## src/rtl/fir_filter_seq_param.sv

```systemverilog
// Time-multiplexed signed FIR: one shared MAC walks NTAPS taps per sample,
// valid/ready streams on both sides, shadow/active coefficient banks with deferred commit.
module fir_filter_seq_param #(
  parameter int NTAPS     = 8,
  parameter int DATA_W    = 8,
  parameter int COEF_W    = 8,
  parameter int OUT_W     = 8,
  parameter int OUT_SHIFT = 0,
  localparam int AW       = $clog2(NTAPS)
) (
  input  logic              clk,
  input  logic              rst,
  input  logic              in_valid,
  output logic              in_ready,
  input  logic [DATA_W-1:0] in_data,
  output logic              out_valid,
  input  logic              out_ready,
  output logic [OUT_W-1:0]  out_data,
  output logic              out_sat,
  input  logic              coef_we,
  input  logic [AW-1:0]     coef_addr,
  input  logic [COEF_W-1:0] coef_wdata,
  input  logic              coef_commit,
  output logic              coef_pending,
  input  logic [AW-1:0]     coef_rd_addr,
  output logic [COEF_W-1:0] coef_rd_data,
  output logic              busy
);
  localparam int ACC_W  = DATA_W + COEF_W + $clog2(NTAPS);
  localparam int PROD_W = DATA_W + COEF_W;
  localparam logic signed [ACC_W:0] RND  = ((ACC_W+1)'(1) << OUT_SHIFT) >> 1;
  localparam logic signed [ACC_W:0] MAXV = (ACC_W+1)'((longint'(1) << (OUT_W-1)) - 1);
  localparam logic signed [ACC_W:0] MINV = ~MAXV;

  typedef enum logic [1:0] {IDLE, MAC, OUT} state_t;
  state_t state, state_nx;

  logic signed [DATA_W-1:0] hist   [NTAPS];
  logic signed [COEF_W-1:0] shadow [NTAPS];
  logic signed [COEF_W-1:0] active [NTAPS];

  logic [AW-1:0]            wr_ptr, head, k, rd_idx;
  logic signed [ACC_W-1:0]  acc;
  logic signed [PROD_W-1:0] prod;
  logic signed [ACC_W:0]    rounded, shifted;
  logic                     accept, last_tap, copy, sat_hi, sat_lo;

  assign in_ready = (state == IDLE);
  assign busy     = (state != IDLE);
  assign accept   = in_ready && in_valid;
  assign last_tap = (k == AW'(NTAPS-1));
  // A commit seen in IDLE, or one parked while busy, copies at the end of an IDLE cycle.
  assign copy     = in_ready && (coef_commit || coef_pending);

  // x[n-k] lives at head-k modulo NTAPS; head is where the newest sample was written.
  assign rd_idx = (head >= k) ? head - k : head + AW'(NTAPS) - k;
  assign prod   = active[k] * hist[rd_idx];

  assign rounded = (ACC_W+1)'(acc) + RND;
  assign shifted = rounded >>> OUT_SHIFT;
  assign sat_hi  = shifted > MAXV;
  assign sat_lo  = shifted < MINV;

  assign coef_rd_data = (32'(coef_rd_addr) < NTAPS) ? active[coef_rd_addr] : '0;

  always_comb begin
    state_nx = state;
    unique case (state)
      IDLE:    if (in_valid) state_nx = MAC;
      MAC:     if (last_tap) state_nx = OUT;
      OUT:     if (out_valid && out_ready) state_nx = IDLE;
      default: state_nx = IDLE;
    endcase
  end

  always_ff @(posedge clk) begin
    if (rst) begin
      state        <= IDLE;
      wr_ptr       <= '0;
      head         <= '0;
      k            <= '0;
      acc          <= '0;
      out_valid    <= 1'b0;
      out_data     <= '0;
      out_sat      <= 1'b0;
      coef_pending <= 1'b0;
      for (int i = 0; i < NTAPS; i++) begin
        hist[i]   <= '0;
        shadow[i] <= (i == 0) ? COEF_W'(1) : '0;
        active[i] <= (i == 0) ? COEF_W'(1) : '0;
      end
    end else begin
      state <= state_nx;

      if (coef_we && (32'(coef_addr) < NTAPS)) shadow[coef_addr] <= coef_wdata;
      if (copy) begin
        active       <= shadow;
        coef_pending <= 1'b0;
      end else if (coef_commit) begin
        coef_pending <= 1'b1;
      end

      if (accept) begin
        hist[wr_ptr] <= in_data;
        head         <= wr_ptr;
        wr_ptr       <= (wr_ptr == AW'(NTAPS-1)) ? '0 : wr_ptr + 1'b1;
        acc          <= '0;
        k            <= '0;
      end

      if (state == MAC) begin
        acc <= acc + ACC_W'(prod);
        k   <= k + 1'b1;
      end

      // Result is registered on the first OUT cycle and then held until taken.
      if (state == OUT && !out_valid) begin
        out_valid <= 1'b1;
        out_sat   <= sat_hi || sat_lo;
        out_data  <= sat_hi ? OUT_W'(MAXV) : (sat_lo ? OUT_W'(MINV) : OUT_W'(shifted));
      end else if (out_valid && out_ready) begin
        out_valid <= 1'b0;
      end
    end
  end
endmodule
```

## config.mk

```make
export PLATFORM = sky130hd
export DESIGN_NAME = fir_filter_seq_param
export DESIGN_NICKNAME = d
export VERILOG_FILES = /design/src/rtl/fir_filter_seq_param.sv
export SDC_FILE = /design/constraint.sdc
export NUM_CORES = 1
export LEC_CHECK = 0
export ABC_AREA = 1
export CAP_MARGIN = 0
export CELL_PAD_IN_SITES_DETAIL_PLACEMENT = 1
export CELL_PAD_IN_SITES_GLOBAL_PLACEMENT = 1
export CORE_MARGIN = 1.5
export CORE_UTILIZATION = 42
export CTS_CLUSTER_DIAMETER = 40
export DETAILED_ROUTE_END_ITERATION = 7
export PLACE_DENSITY_LB_ADDON = 0.1
export SKIP_LAST_GASP = 1
export SLEW_MARGIN = 10
export SYNTH_ARGS = -nofsm -noshare
export SYNTH_HDL_FRONTEND = slang
export SYNTH_SLANG_ARGS = --single-unit
```

## constraint.sdc

```tcl
create_clock -name clk -period 6.9 [get_ports clk]
set_input_delay 1.38 -clock clk [delete_from_list [all_inputs] [get_ports clk]]
set_output_delay 1.38 -clock clk [all_outputs]
set_load 0.02 [all_outputs]
```

---- After elaboration in Yosys (flattened, before gate mapping) ----
Memories as Yosys holds them, arrays and structs flattened.
Cells that the tools add are included.
storage, ports and cells
  register bits ........................... 169
  bits in writable memories ............... 64
  input bits .............................. 28
  output and inout port bits .............. 21
  logic and storage cells ................. 92
  memories kept ........................... 1
memories
  name  words  bits a word  rd ports  clocked after Yosys merged registers in  wr ports  line  source
  hist  8      8            1         0                                        8         38    logic signed [DATA_W-1:0] hist [NTAPS];
operators by class
  $add $sub $neg .......................... 4
  multiply operators ...................... 1
  magnitude comparators ................... 6
  eq/ne operators ......................... 7
  muxes and demuxes ....................... 30
  bitwise operators ....................... 3
  reductions and logical operators ........ 15
operator list
  operator                                                     count
  bitwise mux 64 bit                                           1
  2-to-1 mux 8 bit                                             8
  binary-select mux 8 bit (select 3 bit)                       2
  2-to-1 mux 19 bit                                            2
  demux 8 bit (select 3 bit)                                   1
  adder 19 x 16 -> 19 bit                                      1
  > comparator 19 x 8 -> 1 bit, second input constant          1
  less-than comparator 19 x 8 -> 1 bit, second input constant  1
  multiplier 8 x 8 -> 16 bit                                   1
  greater-or-equal comparator 4 bit, second input constant     3
  2-to-1 mux 3 bit                                             4
  NOT 3 -> 4 bit                                               3
  2-to-1 mux 1 bit                                             8
  OR reduction 8 bit                                           1
  adder 3 x 1 -> 3 bit, second input constant                  2
  equality test 3 bit, second input constant                   2
  2-to-1 mux 2 bit                                             3
  != test 2 bit, second input constant                         3
  case mux 2 bit (3 select lines)                              1
  nonzero test 2 bit                                           3
  logical AND 1 bit                                            5
  less-than comparator 4 x 1 -> 1 bit, second input constant   1
  AND reduction 3 bit                                          1
  subtractor 3 bit                                             1
  6 further kinds                                              7

---- Depth between registers and ports, before layout ----
Gate-level depths: netlist (run 1).
  depth after elaboration ................. 7
  mapped depth ............................ 34
  depth with buffers taken out ............ 33

---- Worst setup path after synthesis (run 1) ----
No wires, ideal clock.
  path type ............................... register to register
  start point ............................. reg k[1]
  end point ............................... reg acc[11]
  library setup time ...................... 0.132 ns
  arrival time ............................ 6.343 ns
  required time ........................... 6.768 ns
  setup slack ............................. 0.425 ns
  stages on the path, launching flop included .. 30
  path buffers ............................ 3
  clock period less this slack ............ 6.475 ns
  cell sequence ........................... dfxtp_1 > buf_2 > inv_1 > buf_2 > fa_1 > inv_2 > buf_2 > a21oi_1 > o21ai_1 > o21ai_0 > nand2_1 > nand2_2 > nor2_1 > inv_1 > fa_1 > inv_1 > fa_1 > fa_1 > fa_1 > inv_1 > fa_1 > inv_1 > ha_1 > nand2_1 > nor2_1 > nand2_1 > nand2_1 > or2_2 > nand3_1 > a21oi_1
on the way
  word-level cells in the longest chain between the ends .. 7
  elaborated cells on any way between the ends .. 9
  those cells by class .................... add/sub (2); mul (1); mux (4); bitwise (1); memory (1)
RTL lines
  item                                                        line  source
  start: declaration                                          42    logic [AW-1:0] wr_ptr, head, k, rd_idx;
  start signal: assignment                                    113   k <= k + 1'b1;
  branches (longest 4 deep; another with memory (8 x 8 bit))  n/a
  multiplier 8 x 8 -> 16 bit *                                57    assign prod = active[k] * hist[rd_idx];
  adder 19 x 16 -> 19 bit *                                   112   acc <= acc + ACC_W'(prod);
  2-to-1 mux 19 bit *                                         111   if (state == MAC) begin
  end signal: assignment                                      112
  end: declaration                                            43    logic signed [ACC_W-1:0] acc;
Every way passes the cells marked *. The select of a mux whose other input is x is not followed.
A chain may end at the register's enable or synchronous reset.

---- Worst setup path after layout (run 1) ----
  start point ............................. reg head[0]
  end point ............................... reg acc[17]
on the way
  word-level cells in the longest chain between the ends .. 5
RTL lines
  item                        line  source
  start: declaration          42
  start signal: assignment    105   head <= wr_ptr;
  subtractor 3 bit            56    assign rd_idx = (head >= k) ? head - k : head + AW'(NTAPS) - k;
  memory (8 x 8 bit)          n/a
  multiplier 8 x 8 -> 16 bit  57
  adder 19 x 16 -> 19 bit     112
  2-to-1 mux 19 bit           111
No other way between the ends.

==> results of run 1 <==
==> cell usage after synthesis, types with 2 or more instances <==
cell type	instances
buf_6	2
nor2_2	3
nor3_1	2
nand2_1	213
nand3b_1	2
o21ai_0	231
or2_2	2
nor2_1	366
buf_1	8
nor4_1	2
a21oi_1	145
o21a_1	2
inv_2	7
clkbuf_1	38
nand4_1	5
buf_2	19
a31oi_1	8
o21ai_1	3
mux2i_1	2
buf_4	5
fa_1	86
xnor2_1	2
nand2_2	7
edfxtp_1	64
inv_1	212
o211ai_1	10
dfxtp_1	169
nor2_4	2
mux2_2	16
ha_1	48
nand3_1	32
==> routing by layer <==
| layer | GRT usage [%] | routed length, um |
|---|---|---|
| met3 | 3.30 | 1330 |
| met4 | 7.77 | 1110 |
| met1 | 32.0 | 18100 |
| met2 | 45.0 | 20400 |
| met5 | 0 | 0 |
==> state kept, by name, summed over array words and instances (netlist names) <==
name          count
coef_pending      1
out_data          8
state             2
k                 3
shadow           64
hist             64
acc              19
head              3
out_sat           1
out_valid         1
active           64
wr_ptr            3
==> final cells by class <==
| class | count | area share, % |
|---|---|---|
| multi-input cells | 1194 | 45.2 |
| flip-flops and latches | 233 | 33.6 |
| repair buffers | 65 | 4.01 |
| well taps | 402 | 3.19 |
| clock buffers | 49 | 6.95 |
| inverters | 220 | 5.24 |
| clock inverters | 22 | 1.82 |
==> cell usage in the layout, fill, tap and decap left out, types with 32 or more instances in the layout <==
| master | count |
|---|---|
| a21oi_1 | 145 |
| clkbuf_16 | 41 |
| clkdlybuf4s50_1 | 48 |
| dfxtp_1 | 168 |
| edfxtp_1 | 64 |
| fa_1 | 86 |
| ha_1 | 48 |
| inv_1 | 212 |
| nand2_1 | 213 |
| nand3_1 | 32 |
| nor2_1 | 366 |
| o21ai_0 | 231 |
==> final timing paths <==
check | startpoint | endpoint | slack, ns | depth (start not counted)
max | head[0] | acc[17] | 0.51 | 26
min | acc[3] | acc[3] | 0.47 | 2
max reg2reg | head[0] | acc[17] | 0.51 | 26
min reg2reg | acc[3] | acc[3] | 0.47 | 2
==> worst max-delay path: stages, from the launching register on <==
cell,delay [ns]
dfxtp_1,0.30
inv_1,0.07
ha_1,0.14
inv_1,0.04
fa_1,0.40
xnor2_2,0.45
inv_2,0.15
nand2_1,0.15
nand2_2,0.13
nor2_2,0.17
inv_1,0.12
fa_1,0.67
fa_1,0.72
inv_1,0.12
fa_1,0.55
inv_1,0.06
fa_1,0.53
inv_1,0.04
ha_1,0.31
ha_1,0.37
a21oi_1,0.16
o21ai_0,0.10
a21oi_1,0.17
nand2_1,0.09
nand2_1,0.07
nand3_1,0.06
a21oi_1,0.14
==> cell families after synthesis <==
logic type | Yosys count
and+or+nand+nor | 638
AOI/OAI and AO/OA | 401
buffers and inverters | 292
DFF | 233
adders and majority gates | 134
muxes | 18
xor gates and xnor gates | 3
==> where the power goes <==
group	total (mW)	internal (mW)	leakage, nW	switching (mW)
logic	3.23	1.18	4.40	2.05
clock network	2.04	1.33	0.663	0.717
registers	1.56	1.50	2.05	0.0596
==> out/qor.yml, run 1 <==
status:
  status: "complete, no violations"
sta:
  slew_headroom_pct: 27.6
  hold_slack_ns: 0.465
  fin_crit_sh_pct: 92.6
  setup_tns_ns: 0
  setup_ws_ns: 0.513
  finalSetupViolations: 0
  finClkSkew_ns: 0.0214
  grt_setup_unrepaired: "false"
  hold_violations: 0
  maxSlewViolCount: 0
  fmax_mhz: 157
  worst_pin_slew_ns: 1.09
  post-route-min-period_ns: 6.39
yosys:
  synth.mux.area_fraction_pct: 1.47
  ys.flop_type: "dfxtp_1"
  synth_top_family_by_area: "simple AND/OR/NAND/NOR gates"
  ys_seq_area_share_pct: 39.1
  postSynthCellCount: 1719
  synthXorXnorAreaFrac_pct: 0.249
  ys_async_sr_fraction_pct: 0
  synth_simple_gate_area_share_pct: 18.5
  ys_warn_count: 0
  yosysUniqueCellTypes: 37
  synth_fa_ha_area_share_pct: 17.1
  synth_area_per_cell_um2: 7.90
  synth_edf_count: 64
  yosysTopAreaCell: "dfxtp_1"
  synth_seq_cells: 233
  syn_area_um2: 13600
  yosysTopAreaCellShare_pct: 24.9
  syn_nets: 1881
  synth-compound-area-share_pct: 15.1
  synth.area.top_cells: "dfxtp_1 25%, edfxtp_1 14%, fa_1 13%"
clocking:
  numClockSinks: 233
  clock_latency_ns: 0.53
  ctsHtreeMaxLevel: 2
  clk_pin_slew_worst_paths_ns: 0.05
  cts_made_buffers: 39
  cts_hold_buf: 0
  clk_path_buf_depth: 3
  clockRootBuffer: "clkbuf_16"
  cts_resized: 0
  cts_tree: "done"
  cts_setup_buffers: 0
placed_design:
  pre_cts_ws_ns: 0.561
  port_buffers: 48
  dp.cells: 2114
  postPlaceCellArea_um2: 14400
  hpwl_um: 29000
  gp_congestion: 0.827
flow_run:
  maxCapViolations: 0
worst_setup_path:
  arrival_ns: 6.83
  path_class: "register to register"
  cp.required_ns: 7.35
  endpoint_kind: "register"
  startpoint_type: "register"
  crit_fanout: 9
grt:
  grt.total_usage_pct: 25.3
  antenna_found_initial: 0
  grt_max_degree: 82
  overflow: 0
  grt_pass1_vias: 12420
  grt_pass1_wl_um: 66400
routing:
  drt-total-wl_um: 40900
  via_count: 11628
  wire_per_inst_um: 18.7
  firstDrtPassIters: 5
  via_per_inst: 5.32
  drtIter0Drc: 642
  ant_nets: 0
  remaining_drc_errors: 0
die:
  rows: 65
  die_h_um: 183
  core_um2: 31700
  die_w_um: 183
  die_area_um2: 33400
  initial_core_util_pct: 42.8
  ios: 49
cells_and_area:
  nNetsFinal: 1915
  fillCellCount: 3856
  final_util_pct: 49.7
  drive_gt1_share_pct: 7.07
  layout.cells.non_filler: 2185
  seqCellArea_um2: 5310
  area_delta_synth_final_pct: 16.1
  fin_area_um2: 15800
  multi_input_area_um2: 7130
  diodes: 0
pwr:
  leakage_nw: 7.11
  p_per_area_nw_per_um2: 433
  total_power_mw: 6.83
  vdd_drop_max_mv: 0.241
min_path:
  hold_class: "register to register"
(Power assumes the default switching activity.)
==> inputs of run 2 (changes only) <==
Settings changed: CAP_MARGIN 0 to 25, CORE_UTILIZATION 42 to 40.
==> run 2 against run 1 <==
Compared with the run above: setup slack better by 0.092 ns; utilization is 1.9 points lower; critical path type unchanged; hold slack lost 0.0072 ns; sequential share of layout area is 0.51 points lower; sequential cell count did not move.
==> out/qor.yml, run 2 (synthesis results as in run 1) <==
sta:
  finalSetupViolations: 0
  slew_headroom_pct: 37.8
  fmax_mhz: 159
  maxSlewViolCount: 0
  post-route-min-period_ns: 6.29
  finClkSkew_ns: 0.0326
  fin_crit_sh_pct: 91.2
  grt_setup_unrepaired: "false"
  worst_pin_slew_ns: 0.929
  setup_tns_ns: 0
  hold_violations: 0
die:
  die_w_um: 187
  rows: 67
  die_area_um2: 35100
  ios: 49
  core_um2: 33400
  die_h_um: 187
  initial_core_util_pct: 40.6
routing:
  wire_per_inst_um: 19.1
  drtIter0Drc: 681
  via_count: 11678
  drt-total-wl_um: 42700
  ant_nets: 0
  firstDrtPassIters: 4
  remaining_drc_errors: 0
  via_per_inst: 5.21
clocking:
  clockRootBuffer: "clkbuf_16"
  cts_setup_buffers: 0
  cts_made_buffers: 42
  cts_resized: 0
  ctsHtreeMaxLevel: 2
  clock_latency_ns: 0.54
  numClockSinks: 233
  cts_hold_buf: 0
  cts_tree: "done"
  clk_path_buf_depth: 3
  clk_pin_slew_worst_paths_ns: 0.05
worst_setup_path:
  worst_path_max_delay_cell: "fa_1"
  critPathMaxStageDelay_ns: 0.73
  startpoint_type: "register"
  endpoint_kind: "register"
  cp.required_ns: 7.28
  arrival_ns: 6.68
  cp_common_cell: "inv_1"
  path_class: "register to register"
  r2r_slack_ns: 0.61
  crit-reg2reg-capture: "acc[18]"
  reg2regPathDepth: 29
  r2r_start: "head[0]"
  crit_fanout: 18
  cp.buffers_inverters: 7
  critPathTopFamily: "adder cells"
placed_design:
  hpwl_um: 30000
  gp_congestion: 0.849
  port_buffers: 48
  dp.cells: 2162
  postPlaceCellArea_um2: 14500
cells_and_area:
  fillCellCount: 3994
  area_delta_synth_final_pct: 17.9
  final_cell_mix: "366 x nor2_1, 231 x o21ai_0, 213 x nand2_1, 212 x inv_1, 168 x dfxtp_1"
  final_common_cell: "nor2_1"
  final_util_pct: 47.9
  drive_gt1_share_pct: 7.53
  nNetsFinal: 1921
  fin_area_um2: 16000
  diodes: 0
  top_regs: "active: 64 flops, hist: 64 flops, shadow: 64 flops"
  layout.cells.non_filler: 2241
grt:
  grt.total_usage_pct: 24.9
  antenna_found_initial: 0
  grt_max_degree: 86
  overflow: 0
  grt_pass1_vias: 12515
  grt_pass1_wl_um: 68800
status:
  status: "complete, no violations"
min_path:
  hold_class: "register to register"
  worst_hold_path.num_cells: 2
  hold_start: "acc[3]"
  whs_endpoint: "acc[3]"
pwr:
  total_power_mw: 7.05
  leakage_nw: 7.21
  vdd_drop_max_mv: 0.249
  p_per_area_nw_per_um2: 440
flow_run:
  maxCapViolations: 0
run 2: changes by cell type in the layout (fill, tap and decap cells not counted), moves of 2 or more:
cell        change
clkinv_2        +2
inv_6           +3
clkbuf_16       +3
clkinvlp_4      -5
buf_4           +2
clkbuf_8        +3
run 2: power breakdown:
part | switching (mW) | leakage, nW | total, mW | internal (mW)
logic | 2.07 | 4.41 | 3.26 | 1.19
clock network | 0.752 | 0.755 | 2.23 | 1.47
registers | 0.0608 | 2.05 | 1.56 | 1.50
total | 2.88 | 7.21 | 7.05 | 4.17
run 2: worst min-delay path, delay by kind of cell (launching register included):
kind / cells / cell delay (ns)
AO/OA/AOI/OAI: 1 / 0.05
flip-flops: 1 / 0.30
AND/OR/NAND/NOR: 1 / 0.06
run 2: cell type report:
cell class              count  area [um^2]  share of cell area (%)
multi-input cells        1194         7130                    44.5
flip-flops and latches    233         5310                    33.1
clock buffers              56         1220                    7.59
inverters                 220          827                    5.16
repair buffers             68          667                    4.16
well taps                 448          561                    3.50
clock inverters            22          317                    1.98
run 2: worst max-delay path by stage:
| stage | startpoint | endpoint | slack [ns] | depth (start not counted) |
|---|---|---|---|---|
| CTS | head[0] | acc[18] | 0.52 | 29 |
| finish | head[0] | acc[18] | 0.61 | 29 |
| floorplan | k[1] | acc[11] | 0.42 | 29 |
| detailed placement | head[0] | acc[18] | 0.64 | 29 |
| global route | head[0] | acc[17] | 0.14 | 28 |
| global placement | head[0] | acc[18] | 0.81 | 29 |
run 2: stage by stage:
stage	hold slack, ns	setup WS, ns
4_1_cts	0.461	0.524
2_1_floorplan	0.429	0.425
6_report	0.458	0.605
3_3_place_gp	0.444	0.814
3_5_place_dp	0.455	0.642
5_1_grt	0.485	0.143
run 2: metal layers:
metal / track usage (%) / vias up / routed length (um)
met5: 0 / - / 0
met2: 44.1 / 191 / 21200
met3: 3.55 / 71 / 1620
met1: 31.3 / 5801 / 18800
met4: 7.72 / 0 / 1130
li1: - / 5615 / -
==> inputs of run 3 (changes only) <==
Settings changed: GPL_TIMING_DRIVEN set to 0.
Clock period 6.9 ns to 6.7 ns, I/O delays scaled along.
==> run 3 against run 2 <==
Compared with the run above: die area did not move; wire length down 0.26%; clock-buffer cell count decreased by 5; critical path type unchanged; via count is 1.4% higher; clock skew decreased by 0.0092 ns.
==> out/qor.yml, run 3 (synthesis results as in run 1) <==
flow_run:
  maxCapViolations: 0
sta:
  finalSetupViolations: 0
  fmax_mhz: 156
  hold_violations: 0
  slew_headroom_pct: 49.4
  finClkSkew_ns: 0.0233
  maxSlewViolCount: 0
  post-route-min-period_ns: 6.40
  worst_pin_slew_ns: 0.759
  fin_crit_sh_pct: 95.6
cells_and_area:
  layout.cells.non_filler: 2297
  drive_gt1_share_pct: 9.30
  final_cell_mix: "364 x nor2_1, 219 x o21ai_0, 211 x inv_1, 208 x nand2_1, 168 x dfxtp_1"
  area_delta_synth_final_pct: 19.6
  top_regs: "active: 64 flops, hist: 64 flops, shadow: 64 flops"
  final_util_pct: 48.6
  final_common_cell: "nor2_1"
  nNetsFinal: 1981
  diodes: 0
pwr:
  seqPwrFrac_pct: 21.9
  p_int_mw: 4.36
  comb_power_share_pct: 49.2
  switching_share_pct: 40.9
  p_clk_share_pct: 28.9
  vdd_drop_max_mv: 0.287
  power.switching_mw: 3.02
  leakage_nw: 7.29
  p_per_area_nw_per_um2: 454
  total_power_mw: 7.37
clocking:
  cts_hold_buf: 0
  numClockSinks: 233
  clk_path_buf_depth: 3
  clk_pin_slew_worst_paths_ns: 0.05
  clock_latency_ns: 0.53
  ctsHtreeMaxLevel: 2
  cts_tree: "done"
  cts_made_buffers: 41
  clockRootBuffer: "clkbuf_16"
worst_setup_path:
  critPathMaxStageDelay_ns: 0.67
  endpoint_kind: "register"
  crit_fanout: 10
  startpoint_type: "register"
  cp.required_ns: 7.06
  worst_path_max_delay_cell: "fa_2"
  arrival_ns: 6.76
  cp.buffers_inverters: 7
  cp_common_cell: "fa_1"
  path_class: "register to register"
  critPathTopFamily: "adder cells"
placed_design:
  dp.cells: 2208
  hpwl_um: 32500
  port_buffers: 39
  gp_congestion: 0.894
grt:
  grt_pass1_wl_um: 68100
  grt.total_usage_pct: 24.8
  grt_max_degree: 12
  antenna_found_initial: 0
  grt_pass1_vias: 12534
  overflow: 0
routing:
  firstDrtPassIters: 5
  wire_per_inst_um: 18.6
  drt-total-wl_um: 42600
  ant_nets: 0
  via_count: 11838
  via_per_inst: 5.15
  drtIter0Drc: 587
  remaining_drc_errors: 0
die:
  die_h_um: 187
  initial_core_util_pct: 40.6
  rows: 67
  ios: 49
  core_um2: 33400
  die_w_um: 187
  die_area_um2: 35100
status:
  status: "complete, no violations"
min_path:
  hold_class: "register to register"
-- run 3: final timing paths --
| check | start | slack [ns] | endpoint | cells after the start |
|---|---|---|---|---|
| setup / recovery | k[1] | 0.30 | acc[11] | 26 |
| hold / removal | acc[5] | 0.46 | acc[5] | 2 |
| setup reg to reg | k[1] | 0.30 | acc[11] | 26 |
| hold reg to reg | acc[5] | 0.46 | acc[5] | 2 |
-- run 3: cell type report --
type                    count  area, um^2
clock inverters            22         307
multi-input cells        1194        7260
inverters                 220         835
repair inverters            1        5.00
clock buffers              51        1100
flip-flops and latches    233        5310
well taps                 448         561
repair buffers             56         526
fillers                  4038       17200
plain buffers              72         347
-- run 3: per-stage QoR --
stage          cell area [um^2]  worst slack [ns]  TNS [ns]  hold slack [ns]
6_report                  16200             0.296         0            0.464
5_1_grt                   16200          -0.00205  -0.00205            0.482
4_1_cts                   16100            0.0481         0            0.464
3_5_place_dp              14600            -0.597     -5.65            0.457
3_3_place_gp              14500             -1.13    -12.13            0.448
2_1_floorplan             13600             0.225         0            0.429
-- run 3: worst min-delay path, cell delays in order, from the launching register on --
cell and delay (ns):
dfxtp_1 0.30, nand2_1 0.06, a21oi_1 0.05
-- run 3: power groups by stage --
stage	Combinational [mW]	Clock (mW)	Sequential [mW]
after floorplan	2.47	0	1.61
after global placement	3.26	0	1.64
after detailed placement	3.36	0	1.64
after CTS	3.46	2.17	1.61
after global routing	4.18	2.23	1.62
final	3.63	2.13	1.61
-- run 3: layer usage --
layer	up-vias	global-route usage, %	share of wire, %
li1	5741	-	-
met1	5785	30.1	43
met2	226	44.8	50
met3	86	3.11	3.4
met4	0	9.15	3.5
met5	-	0	0
-- run 3: what timing repair did --
action                                  CTS  global route
pin swaps                                 2            15
endpoints found under the setup margin   12            11
setup buffers                             4            11
gates resized for setup                  16            35
gates cloned                              0             1
==> variant 1 (settings of run 1) <==
Re-encode `state_t` (3 states) as one-hot, 3 bits wide.
--- a/src/rtl/fir_filter_seq_param.sv
+++ b/src/rtl/fir_filter_seq_param.sv
@@ -33,5 +33,5 @@
   localparam logic signed [ACC_W:0] MINV = ~MAXV;
 
-  typedef enum logic [1:0] {IDLE, MAC, OUT} state_t;
+  typedef enum logic [2:0] {IDLE = 3'b001, MAC = 3'b010, OUT = 3'b100} state_t;
   state_t state, state_nx;
 
Check against the original RTL: no difference found for any inputs over 4 cycles, from zero or initial values and one cycle with rst high; so few cycles prove little.
==> variant 1 against run 1 <==
Non-clock buffer count grew 7; final area rose by 0.94%; clock skew shrank 0.0014 ns; sequential cell count up 1; die area up 0.47%; total power decreased by 12%; synthesized area rose by 0.48%; setup slack better by 0.065 ns; wire length up 0.39%; final cell count increased by 2.2%; count of clock-buffer cells in the layout increased by 1; critical path type unchanged.
==> variant 1: results (changes against run 1) <==
| Metric | Value |
|---|---|
| Detail Placement HPWL | 28800 um (was 29000 um) |
| Drt first pass iters | 4 (was 5) |
| Arr. time, crit path | 6.69 ns (was 6.83 ns) |
| Number of global-route vias before repair | 12400 (about the same) |
| Reg2Reg Depth | 30 (was 26) |
| Post-synthesis compound-gate area fraction | 0.153 (was 0.151) |
| Leakage | 7.21 nW (was 7.11 nW) |
| Mux contribution to synthesized area | 0.0132 (was 0.0147) |
| CP Capture Point | acc[18]$_SDFFE_PP0P_ (was acc[17]$_SDFFE_PP0P_) |
| Synth Area in Adders | 0.170 (was 0.171) |
| Crit Path Max Fanout | 16 (was 9) |
| First-pass GRT wire length | 66200 um (was 66400 um) |
| Rel. slew slack | 0.419 (was 0.276) |
| Largest net degree at the start of global routing | 88 (was 82) |
| RePlAce Congestion | 0.843 (was 0.827) |
| Post-Synth XOR/XNOR Area | 0.00248 (was 0.00249) |
| Nets@finish | 1932 (was 1915) |
| Total CTS buffers | 40 (was 39) |
| Wire length per cell | 18.4 um (was 18.7 um) |
| Worst Clk Skew | 0.0200 ns (was 0.0214 ns) |
| Seq/Total Area, Yosys | 0.390 (was 0.391) |
| Status | complete, no violations (unchanged) |
| R2R setup slack | 0.58 ns (was 0.51 ns) |
| Starting DRT DRC Count | 678 (was 642) |
| Drt via density | 5.24 (was 5.32) |
## variant 1: cell count changes after synthesis, moves of 4 or more
cell,before,now
inv_1,212,223
clkbuf_1,38,48
o21ai_0,231,238
nand2_1,213,208
buf_2,19,15
buf_4,5,1
nand2_4,0,4
## variant 1: cell type report
type	count	area, sq um	area share
multi-input combinational	1195	7180	0.451
sequential	234	5330	0.334
clock buffer	50	1090	0.0684
inverter	227	857	0.0538
timing repair buffer	72	686	0.0431
tap	435	544	0.0342
clock inverter	20	248	0.0156
## variant 1: cells by family (layout without fill, tap and decap cells)
kind of cell / after synthesis / after routing
and+or+nand+nor: 634 / 634
AOI/OAI and AO/OA: 408 / 408
buffers and inverters: 300 / 369
DFF: 234 / 234
adders and majority gates: 134 / 134
muxes: 16 / 16
xor gates and xnor gates: 3 / 3
## variant 1: power by group through the flow
stage	registers (mW)	clock network [mW]	logic, mW
after floorplan	1.57	0	1.80
after global placement	1.59	0	2.41
after detailed placement	1.59	0	2.47
after CTS	1.56	2.00	2.50
after global routing	1.58	2.07	2.86
final	1.57	1.97	2.46
## variant 1: worst min-delay path by stage
| stage | from | endpoint | slack [ns] | cells after the start |
|---|---|---|---|---|
| after floorplan | shadow[56]$_SDFFE_PP1P_ | shadow[56]$_SDFFE_PP1P_ | 0.43 | 2 |
| final | out_data[6]$_SDFFE_PP0P_ | out_data[6]$_SDFFE_PP0P_ | 0.47 | 2 |
| after global placement | shadow[56]$_SDFFE_PP1P_ | shadow[56]$_SDFFE_PP1P_ | 0.44 | 2 |
| after CTS | out_data[6]$_SDFFE_PP0P_ | out_data[6]$_SDFFE_PP0P_ | 0.47 | 2 |
| after detailed placement | acc[3]$_SDFFE_PP0P_ | acc[3]$_SDFFE_PP0P_ | 0.46 | 2 |
| after global routing | out_data[1]$_SDFFE_PP0P_ | out_data[1]$_SDFFE_PP0P_ | 0.49 | 2 |
## variant 1: tightest hold or removal path: stages (launching register included)
cell,delay [ns]
dfxtp_1,0.30
nand2_1,0.06
a21oi_1,0.05
## variant 1: stage by stage
step,worst slack (ns),cell area (sq um),std cells
after detailed placement,0.483,14600,2162
after floorplan,0.179,13600,1729
final,0.577,15900,2233
after CTS,0.455,15900,2232
after global routing,0.0838,15900,2233
after global placement,0.598,14600,2162
## variant 1: repair_timing
action                                 4_1_cts  5_1_grt
setup endpoints to repair                    0        2
endpoints found under the hold margin        0        0
gates resized for setup                      0        1
buffers inserted                             0        1
hold buffers                                 0        0
## variant 1: metal layers
layer  GRT usage  part of all wire
met4      0.0705             0.025
met3      0.0377             0.033
met2       0.466              0.52
met5           0                 0
met1       0.305              0.43
==> variant 2 (config.mk and constraints of run 1) <==
Without the edit above. The parameter `DATA_W` goes from 8 to 9.
--- a/src/rtl/fir_filter_seq_param.sv
+++ b/src/rtl/fir_filter_seq_param.sv
@@ -3,5 +3,5 @@
 module fir_filter_seq_param #(
   parameter int NTAPS     = 8,
-  parameter int DATA_W    = 8,
+  parameter int DATA_W    = 9,
   parameter int COEF_W    = 8,
   parameter int OUT_W     = 8,
Interface: changed (resized in_data); port bits go from 49 to 50. No check against the original RTL was run, so the function may have changed too.
==> variant 2 against run 1 <==
Setup slack worse by 0.032 ns; synthesized area is 6.6% higher; wire length is 7.6% higher; clock power is 12% higher; total power is 10% higher; final area is 7.2% higher; sequential cell count is 9 higher; non-clock buffer count is 3 higher; sequential power is 4% higher.
==> variant 2: results (changes against run 1) <==
| Metric | Value |
|---|---|
| Fin util | 0.502 (was 0.497) |
| Post-Synth XOR/XNOR Area | 0.00363 (was 0.00249) |
| Pre-CTS WS | 0.553 ns (was 0.561 ns) |
| Leakage | 7.54 nW (was 7.11 nW) |
| Reg2Reg Depth | 29 (was 26) |
| Number of global-route vias before repair | 13000 (was 12400) |
| Synthesized Nets | 1976 (was 1881) |
| Met3 usage | 0.0367 (was 0.0330) |
| Wire length per cell | 18.9 um (was 18.7 um) |
| Seq/Total Area, Yosys | 0.384 (was 0.391) |
| Post-Layout Cell Count | 2327 (was 2185) |
| Met3 WL | 1440 um (was 1330 um) |
| All-Layer GR Usage | 0.259 (was 0.253) |
| Crit Path Max Fanout | 18 (was 9) |
| CP Capture Point | acc[18]$_SDFFE_PP0P_ (was acc[17]$_SDFFE_PP0P_) |
| Placed cell area | 15300 sq um (was 14400 sq um) |
| Drt via density | 5.24 (was 5.32) |
| Fillers | 4083 (was 3856) |
| Min-delay src | acc[2]$_SDFFE_PP0P_ (was acc[3]$_SDFFE_PP0P_) |
| R2R setup slack | 0.48 ns (was 0.51 ns) |
| Met2 Usage GRT | 0.463 (was 0.450) |
| Arr. time, crit path | 6.90 ns (was 6.83 ns) |
| Pint | 4.37 mW (was 4.01 mW) |
| Maximum vdd drop | 0.240 mV (was 0.241 mV) |
| Sink of the worst hold path | acc[2]$_SDFFE_PP0P_ (was acc[3]$_SDFFE_PP0P_) |
| Synth unique cells | 43 (was 37) |
| Layout cell share with drive strength beyond 1 | 0.0883 (was 0.0707) |
| Nets@finish | 2016 (was 1915) |
| Synth area leaders | dfxtp_1 23%, edfxtp_1 15%, fa_1 13% (was dfxtp_1 25%, edfxtp_1 14%, fa_1 13%) |
| Placed cells | 2246 (was 2114) |
| Post-Route Hold Slack | 0.467 ns (was 0.465 ns) |
| Met2 routed WL | 22500 um (was 20400 um) |
| Starting DRT DRC Count | 651 (was 642) |
| Max incr delay on CP | 0.54 ns (was 0.72 ns) |
| Regs by FF count | hist: 72 flops, active: 64 flops, shadow: 64 flops (was active: 64 flops, hist: 64 flops, shadow: 64 flops) |
| Status | complete, no violations (unchanged) |
| Fmax | 0.156 GHz (was 0.157 GHz) |
## variant 2: cell types whose count changed after synthesis, moves of 5 or more
cell      before  now
nand2_1      213  200
o21ai_1        3   15
inv_1        212  223
mux2_2        16    5
inv_2          7   16
mux2_4         0    9
a21oi_1      145  153
edfxtp_1      64   72
nand2_2        7   15
nor2_1       366  374
nand3_1       32   39
fa_1          86   92
nor2_4         2    7
## variant 2: power by group through the flow
stage          logic [mW]  clock network, mW  registers (mW)
2_1_floorplan        2.69                  0            1.63
3_3_place_gp         3.51                  0            1.65
3_5_place_dp         3.60                  0            1.65
4_1_cts              3.66               2.33            1.62
5_1_grt              4.20               2.39            1.63
6_report             3.62               2.29            1.62
## variant 2: area by class of cell
cell class,count,area share
clock inverters,30,0.0239
well taps,448,0.0331
clock buffers,51,0.0697
flip-flops and latches,242,0.329
multi-input cells,1246,0.452
inverters,242,0.0539
repair buffers,68,0.0382
